==> src/rtl/amp_sweep_pkg.sv <==
// ----------------------------------------------------------------------------
// amp_sweep_pkg
// Shared widths and FSM state encodings for the amplifier sweep sequencer.
// States are plain localparam constants so that older tools can also read
// them.
// ----------------------------------------------------------------------------
package amp_sweep_pkg;

    localparam int CODE_W  = 16;
    localparam int FLOAT_W = 32;

    typedef logic [2:0] state_t;

    localparam state_t ST_IDLE    = 3'd0;
    localparam state_t ST_DUT_RST = 3'd1;
    localparam state_t ST_SETTLE  = 3'd2;
    localparam state_t ST_REPORT  = 3'd3;
    localparam state_t ST_FINISH  = 3'd4;

endpackage

==> src/rtl/amp_sweep_ctrl_stab_detect.sv <==
// ----------------------------------------------------------------------------
// stab_detect
// Decides when the converter output has settled for the current code.
// Every sample_en_i strobe is counted. The first sample after clear_i only
// loads the reference. Each later sample is compared with the previous one.
//
// Ports
//   clk, reset_n    clock, asynchronous active-low reset
//   clear_i         clear the counters and forget the reference
//                   (held while the converter is in reset)
//   sample_en_i     one-cycle strobe: data_i is a valid sample
//   data_i          converter output word
//   stable_hit_o    this sample completes STABLE_COUNT equal pairs
//   timeout_hit_o   this sample is sample number TIMEOUT_SAMP
// Both hit outputs are combinational and describe the sample that is present
// now, so the caller can register the result on the same edge.
// ----------------------------------------------------------------------------
module stab_detect
    import amp_sweep_pkg::*;
#(
    parameter int STABLE_COUNT = 20,
    parameter int TIMEOUT_SAMP = 400
) (
    input  logic               clk,
    input  logic               reset_n,
    input  logic               clear_i,
    input  logic               sample_en_i,
    input  logic [FLOAT_W-1:0] data_i,
    output logic               stable_hit_o,
    output logic               timeout_hit_o
);

    localparam int EQW = $clog2(STABLE_COUNT + 1);
    localparam int SCW = $clog2(TIMEOUT_SAMP + 1);
    localparam logic [EQW-1:0] EQ_TGT = EQW'(STABLE_COUNT);
    localparam logic [SCW-1:0] SC_TGT = SCW'(TIMEOUT_SAMP);

    logic [FLOAT_W-1:0] ref_q;
    logic               have_ref_q;
    logic [EQW-1:0]     eq_cnt_q, eq_cnt_d;
    logic [SCW-1:0]     samp_cnt_q, samp_cnt_d;

    // Both counters saturate at their targets, so they cannot wrap if the
    // caller keeps strobing after a hit.
    always_comb begin
        eq_cnt_d   = eq_cnt_q;
        samp_cnt_d = samp_cnt_q;
        if (sample_en_i) begin
            samp_cnt_d = (samp_cnt_q == SC_TGT) ? samp_cnt_q : samp_cnt_q + 1'b1;
            if (!have_ref_q) begin
                eq_cnt_d = '0;
            end else if (data_i == ref_q) begin
                eq_cnt_d = (eq_cnt_q == EQ_TGT) ? eq_cnt_q : eq_cnt_q + 1'b1;
            end else begin
                eq_cnt_d = '0;
            end
        end
    end

    assign stable_hit_o  = sample_en_i && (eq_cnt_d == EQ_TGT);
    assign timeout_hit_o = sample_en_i && (samp_cnt_d == SC_TGT);

    always_ff @(posedge clk or negedge reset_n) begin
        if (!reset_n) begin
            ref_q      <= '0;
            have_ref_q <= 1'b0;
            eq_cnt_q   <= '0;
            samp_cnt_q <= '0;
        end else if (clear_i) begin
            have_ref_q <= 1'b0;
            eq_cnt_q   <= '0;
            samp_cnt_q <= '0;
        end else if (sample_en_i) begin
            ref_q      <= data_i;
            have_ref_q <= 1'b1;
            eq_cnt_q   <= eq_cnt_d;
            samp_cnt_q <= samp_cnt_d;
        end
    end

endmodule

==> src/rtl/amp_sweep_ctrl.sv <==
// ----------------------------------------------------------------------------
// amp_sweep_ctrl
// On-chip characterisation sequencer for the op-amp/IEEE-754 converter.
// The block steps the converter input code from code_first to code_last in
// increments of code_step. For each point it:
//   1. holds the converter in reset,
//   2. waits for the converter output to settle, or times out,
//   3. reports one result and waits for the consumer to accept it.
//
// Ports
//   clk, reset_n                      clock, asynchronous active-low reset
//   start                             pulse to begin a sweep (ignored while busy)
//   code_first, code_step, code_last  sweep range, sampled on start
//   busy                              a sweep is in progress
//   done                              one-cycle pulse after the last result
//                                     is accepted
//   dut_rst_n, dut_in                 converter reset and input code
//   sample_en, dut_out                converter sample strobe and output word
//   res_valid, res_ready              result handshake
//   res_code, res_value, res_stable   result fields
// ----------------------------------------------------------------------------
module amp_sweep_ctrl
    import amp_sweep_pkg::*;
#(
    parameter int STABLE_COUNT = 20,
    parameter int TIMEOUT_SAMP = 400,
    parameter int RST_CYCLES   = 10
) (
    input  logic               clk,
    input  logic               reset_n,
    input  logic               start,
    input  logic [CODE_W-1:0]  code_first,
    input  logic [CODE_W-1:0]  code_step,
    input  logic [CODE_W-1:0]  code_last,
    output logic               busy,
    output logic               done,
    output logic               dut_rst_n,
    output logic [CODE_W-1:0]  dut_in,
    input  logic               sample_en,
    input  logic [FLOAT_W-1:0] dut_out,
    output logic               res_valid,
    input  logic               res_ready,
    output logic [CODE_W-1:0]  res_code,
    output logic [FLOAT_W-1:0] res_value,
    output logic               res_stable
);

    localparam int RCW = $clog2(RST_CYCLES + 1);
    localparam logic [RCW-1:0] RC_TGT = RCW'(RST_CYCLES);

    state_t             state_q, state_d;
    logic [RCW-1:0]     rst_cnt_q, rst_cnt_d;
    logic [CODE_W-1:0]  step_q, step_d;
    logic [CODE_W-1:0]  last_q, last_d;
    logic [CODE_W-1:0]  dut_in_q, dut_in_d;
    logic               busy_q, busy_d;
    logic               done_q, done_d;
    logic               dut_rst_n_q, dut_rst_n_d;
    logic               res_valid_q, res_valid_d;
    logic [CODE_W-1:0]  res_code_q, res_code_d;
    logic [FLOAT_W-1:0] res_value_q, res_value_d;
    logic               res_stable_q, res_stable_d;
    logic [CODE_W:0]    next_code;
    logic               stable_hit, timeout_hit;

    stab_detect #(
        .STABLE_COUNT (STABLE_COUNT),
        .TIMEOUT_SAMP (TIMEOUT_SAMP)
    ) u_stab (
        .clk           (clk),
        .reset_n       (reset_n),
        .clear_i       (state_q == ST_DUT_RST),
        .sample_en_i   (sample_en && (state_q == ST_SETTLE)),
        .data_i        (dut_out),
        .stable_hit_o  (stable_hit),
        .timeout_hit_o (timeout_hit)
    );

    // The extra bit catches a carry out of the 16-bit code space.
    assign next_code = {1'b0, dut_in_q} + {1'b0, step_q};

    always_comb begin
        state_d      = state_q;
        rst_cnt_d    = rst_cnt_q;
        step_d       = step_q;
        last_d       = last_q;
        dut_in_d     = dut_in_q;
        busy_d       = busy_q;
        done_d       = 1'b0;
        dut_rst_n_d  = dut_rst_n_q;
        res_valid_d  = res_valid_q;
        res_code_d   = res_code_q;
        res_value_d  = res_value_q;
        res_stable_d = res_stable_q;
        case (state_q)
            ST_IDLE: begin
                if (start) begin
                    step_d    = code_step;
                    last_d    = code_last;
                    dut_in_d  = code_first;
                    busy_d    = 1'b1;
                    // The counter starts at 0 here. The start cycle therefore
                    // adds one cycle to the first reset pulse.
                    rst_cnt_d = '0;
                    state_d   = ST_DUT_RST;
                end
            end
            ST_DUT_RST: begin
                if (rst_cnt_q == RC_TGT) begin
                    dut_rst_n_d = 1'b1;
                    state_d     = ST_SETTLE;
                end else begin
                    rst_cnt_d = rst_cnt_q + 1'b1;
                end
            end
            ST_SETTLE: begin
                if (stable_hit || timeout_hit) begin
                    res_valid_d  = 1'b1;
                    res_code_d   = dut_in_q;
                    res_value_d  = dut_out;
                    res_stable_d = stable_hit;
                    state_d      = ST_REPORT;
                end
            end
            ST_REPORT: begin
                if (res_ready) begin
                    res_valid_d = 1'b0;
                    if ((step_q == '0) || next_code[CODE_W] ||
                        (next_code[CODE_W-1:0] > last_q)) begin
                        done_d  = 1'b1;
                        state_d = ST_FINISH;
                    end else begin
                        dut_in_d    = next_code[CODE_W-1:0];
                        dut_rst_n_d = 1'b0;
                        // The handshake edge already drove dut_rst_n low, so
                        // the counter starts at 1 to give exactly RST_CYCLES
                        // low cycles.
                        rst_cnt_d   = RCW'(1);
                        state_d     = ST_DUT_RST;
                    end
                end
            end
            ST_FINISH: begin
                busy_d      = 1'b0;
                dut_rst_n_d = 1'b0;
                state_d     = ST_IDLE;
            end
            default: begin
                state_d = ST_IDLE;
            end
        endcase
    end

    always_ff @(posedge clk or negedge reset_n) begin
        if (!reset_n) begin
            state_q      <= ST_IDLE;
            rst_cnt_q    <= '0;
            step_q       <= '0;
            last_q       <= '0;
            dut_in_q     <= '0;
            busy_q       <= 1'b0;
            done_q       <= 1'b0;
            dut_rst_n_q  <= 1'b0;
            res_valid_q  <= 1'b0;
            res_code_q   <= '0;
            res_value_q  <= '0;
            res_stable_q <= 1'b0;
        end else begin
            state_q      <= state_d;
            rst_cnt_q    <= rst_cnt_d;
            step_q       <= step_d;
            last_q       <= last_d;
            dut_in_q     <= dut_in_d;
            busy_q       <= busy_d;
            done_q       <= done_d;
            dut_rst_n_q  <= dut_rst_n_d;
            res_valid_q  <= res_valid_d;
            res_code_q   <= res_code_d;
            res_value_q  <= res_value_d;
            res_stable_q <= res_stable_d;
        end
    end

    assign busy       = busy_q;
    assign done       = done_q;
    assign dut_rst_n  = dut_rst_n_q;
    assign dut_in     = dut_in_q;
    assign res_valid  = res_valid_q;
    assign res_code   = res_code_q;
    assign res_value  = res_value_q;
    assign res_stable = res_stable_q;

endmodule

==> config.mk <==
export PLATFORM = sky130hd
export DESIGN_NAME = amp_sweep_ctrl
export DESIGN_NICKNAME = d
export VERILOG_FILES = /design/src/rtl/amp_sweep_pkg.sv /design/src/rtl/amp_sweep_ctrl_stab_detect.sv /design/src/rtl/amp_sweep_ctrl.sv
export SDC_FILE = /design/constraint.sdc
export NUM_CORES = 1
export LEC_CHECK = 0
export ABC_CLOCK_PERIOD_IN_PS = 12000
export CORE_MARGIN = 4
export CORE_UTILIZATION = 45
export DETAILED_ROUTE_END_ITERATION = 6
export PLACE_DENSITY = 0.7
export SLEW_MARGIN = 20
export SYNTH_ARGS = -nofsm -noshare
export SYNTH_HDL_FRONTEND = slang
export SYNTH_HIERARCHICAL = 1
export SYNTH_SLANG_ARGS = --single-unit
==> constraint.sdc <==
create_clock -name clk -period 12 [get_ports clk]
set_clock_uncertainty 0.1 [all_clocks]
set_input_delay 3.6 -clock clk [delete_from_list [all_inputs] [get_ports clk]]
set_output_delay 3.6 -clock clk [all_outputs]
set_load 0.005 [all_outputs]
==> impl_metrics.csv <==
group,metric,value,unit
status,status,"finished, final reports clean",
cts,clk_pin_slew_worst_paths,0.06,ns
cts,cts_tree,"done",
detailed_routing,drc,0,
worst_setup_path,cp-end-kind,"register",
grt,gr-total-overflow,0,
grt,grt_max_degree,74,
synthesis,synthFlopType,"dfrtp_1",
die,die_h,145,um
cts,post_cts_buffers,0,
die,core-area,0.0182,sq mm
cts,hold_buffers,0,
sta,slew_headroom,36.4,%
synthesis,yosys_warnings,6,
sta,timing.final.crit_share,59.4,%
power_and_ir_drop,power.density,223,mW/mm^2
sta,clock.fmax,0.140,GHz
grt,antenna_found_initial,1,
detailed_routing,drtAntennaViolNets,0,
min_path,hold_class,"reg2reg",
worst_setup_path,critPathKind,"in2reg",
synthesis,syn_area,0.00846,sq mm
synthesis,postSynthAreaPerCell,11.1,sq um
synthesis,synth_seq_area_share,45.9,%
cts,cts_buffers,17,
synthesis,synth-edff-count,0,
power_and_ir_drop,ir_worst_vdd,120,uV
cts,worstSkewPairLatency,0.42,ns
cts,clk_path_buf_depth,2,
detailed_routing,viasPerCell,5.43,
sta,layout_min_cycle_time,7.12,ns
final_layout,area_growth,27.0,%
detailed_routing,vias,6259,
cts,cts.repair.resized,0,
final_layout,num-nets-final,1033,
die,dieArea,0.0211,sq mm
detailed_routing,wirelength,20400,um
worst_setup_path,critPathArrivalTime,7.33,ns
final_layout,nFillCells,1516,
die,num_rows,49,
detailed_routing,dr.pass1.iters,5,
die,die_w,145,um
grt,grt_pass1_vias,6264,
cts,htreeDepth,4,
final_layout,drive_gt1_share,18.9,%
cts,clockRootBuffer,"clkbuf_16",
sta,finalSetupTns,0,ns
die,initial_utilization,46.5,%
power_and_ir_drop,p_leak,4.72,nW
detailed_routing,drt-wirelength-per-cell,17.7,um
sta,setup_viol,0,
detailed_routing,drtIter0Drc,391,
sta,final_hold_viol_count,0,
synthesis,postSynthCellCount,765,
synthesis,synthArstFlopShare,100,%
sta,whs,0.407,ns
worst_setup_path,cp.required,12.21,ns
final_layout,multi_input_area,0.00430,sq mm
placement,dp_hpwl,15000,um
sta,worstMarginPinSlew,0.953,ns
sta,rsz0062_at_grt,"no",
die,io_pins,154,
worst_setup_path,start_kind,"input pin",
flow_run,cap_viol_max_count,0,
cts,clkSinkCount,155,
synthesis,syn-num-nets,889,
synthesis,ys_types,81,
final_layout,fin_util,59.0,%
grt,grt_pass1_wl,33500,um
synthesis,synthTopCellsByArea,"dfrtp_1 46%, mux2_2 14%, ha_1 5.6%, xnor2_1 4.0%, o21ai_0 2.3%",
worst_setup_path,cp_max_fo,28,
final_layout,regArea,0.00388,sq mm
sta,slew_viol_final,0,
placement,place_congestion,0.828,
synthesis,synth_seq_cells,155,
grt,grtUsageTotal,19.4,%
placement,port_buffers,153,
synthesis,yosysTopAreaCell,"dfrtp_1",
synthesis,synth_top_area_share,45.9,%
## registers in the layout, summed over array words and instances, names as in the netlist
name,flops
u_stab/eq_cnt_q,5
u_stab/have_ref_q,1
last_q,16
res_value,32
res_stable,1
res_code,16
busy,1
res_valid,1
dut_rst_n,1
state_q,3
u_stab/ref_q,32
dut_in,16
done,1
rst_cnt_q,4
step_q,16
u_stab/samp_cnt_q,9
## per-stage QoR
step | total power (W) | setup slack [ns] | cells | area [sq um]
after floorplan | 0.00155 | 5.91 | 765 | 8460
after global placement | 0.00184 | 4.47 | 1119 | 10200
after detailed placement | 0.00186 | 4.44 | 1119 | 10200
after CTS | 0.00241 | 4.87 | 1151 | 10700
after global routing | 0.00258 | 4.59 | 1152 | 10700
final | 0.00239 | 4.88 | 1152 | 10700
## cell families after synthesis
group	after synthesis	synth area share [%]
muxes	121	16.2
DFF	155	45.9
adders and majority gates	39	5.86
AOI/OAI and AO/OA	125	9.72
and+or+nand+nor	207	13.7
xor gates and xnor gates	51	5.28
buffers and inverters	67	3.40
## synth_stat cells (all sizes together), types with 7 or more instances
master / n
clkbuf: 21
nand4: 27
xor2: 12
nor2b: 10
nand2: 53
mux2: 112
nand3: 18
buf: 12
o21ai: 42
and2: 9
nor3b: 9
nor2: 32
nand2b: 10
ha: 38
nor3: 7
a21oi: 32
inv: 34
mux2i: 9
xnor2: 39
nor4: 12
dfrtp: 155
## path summary, 6_finish.rpt
path | from | depth (start not counted) | slack [ns] | to
worst max-delay path | sample_en | 11 | 4.88 | res_value[8]
worst min-delay path | res_value[3] | 1 | 0.41 | res_value[3]
worst max register to register | dut_in[5] | 15 | 6.63 | dut_in[4]
worst min register to register | res_value[3] | 1 | 0.41 | res_value[3]
max in group asynchronous | reset_n | 2 | 7.69 | u_stab/samp_cnt_q[0]
min in group asynchronous | reset_n | 1 | 3.09 | last_q[8]
## per-layer routing
metal | up-vias | global-route usage, % | share of wire [%]
met3 | 16 | 4.08 | 3.9
met2 | 143 | 30.4 | 47
met4 | 0 | 5.18 | 1.3
met5 | - | 0 | 0
li1 | 3030 | - | -
met1 | 3070 | 27.7 | 48
## cell type report
cell class | instances | area share (%)
diodes | 1 | 0.0233
clock buffers | 20 | 4.34
clock inverters | 12 | 1.07
inverters | 34 | 1.19
multi-input cells | 543 | 40.0
flip-flops and latches | 155 | 36.1
well taps | 229 | 2.67
repair buffers | 158 | 14.6
## where the power goes
| part | leakage [nW] | switching, W | total, W | internal [W] |
|---|---|---|---|---|
| combinational | 2.39 | 0.000617 | 0.00113 | 0.000513 |
| sequential | 2.05 | 0.000105 | 0.000736 | 0.000632 |
| clock | 0.284 | 0.000222 | 0.000526 | 0.000304 |
| total | 4.72 | 0.000944 | 0.00239 | 0.00145 |
## layout by cell type, fill, tap and decap left out, types with 8 or more instances in the layout
cell type / count
dfrtp_1: 155
clkdlybuf4s50_1: 152
mux2_2: 105
nand2_1: 52
xnor2_1: 39
o21ai_0: 39
ha_1: 38
inv_1: 34
nor2_1: 32
a21oi_1: 32
nand4_1: 25
nand3_1: 17
clkbuf_16: 17
xor2_1: 12
mux2i_1: 9
nor2b_1: 9
nor4_1: 9
nand2b_1: 8
nor3b_1: 8
## worst max-delay path, cell delays in order
cell and delay [ns]:
clkdlybuf4s50_1 0.46, and2_1 0.53, nand4_4 0.23, or3b_1 0.42
a21boi_1 0.12, o21ai_1 0.09, nor4_2 0.26, or2_2 0.18
and2_2 0.57, buf_4 0.46, mux2_2 0.38
Power figures use the tool's default switching activity.
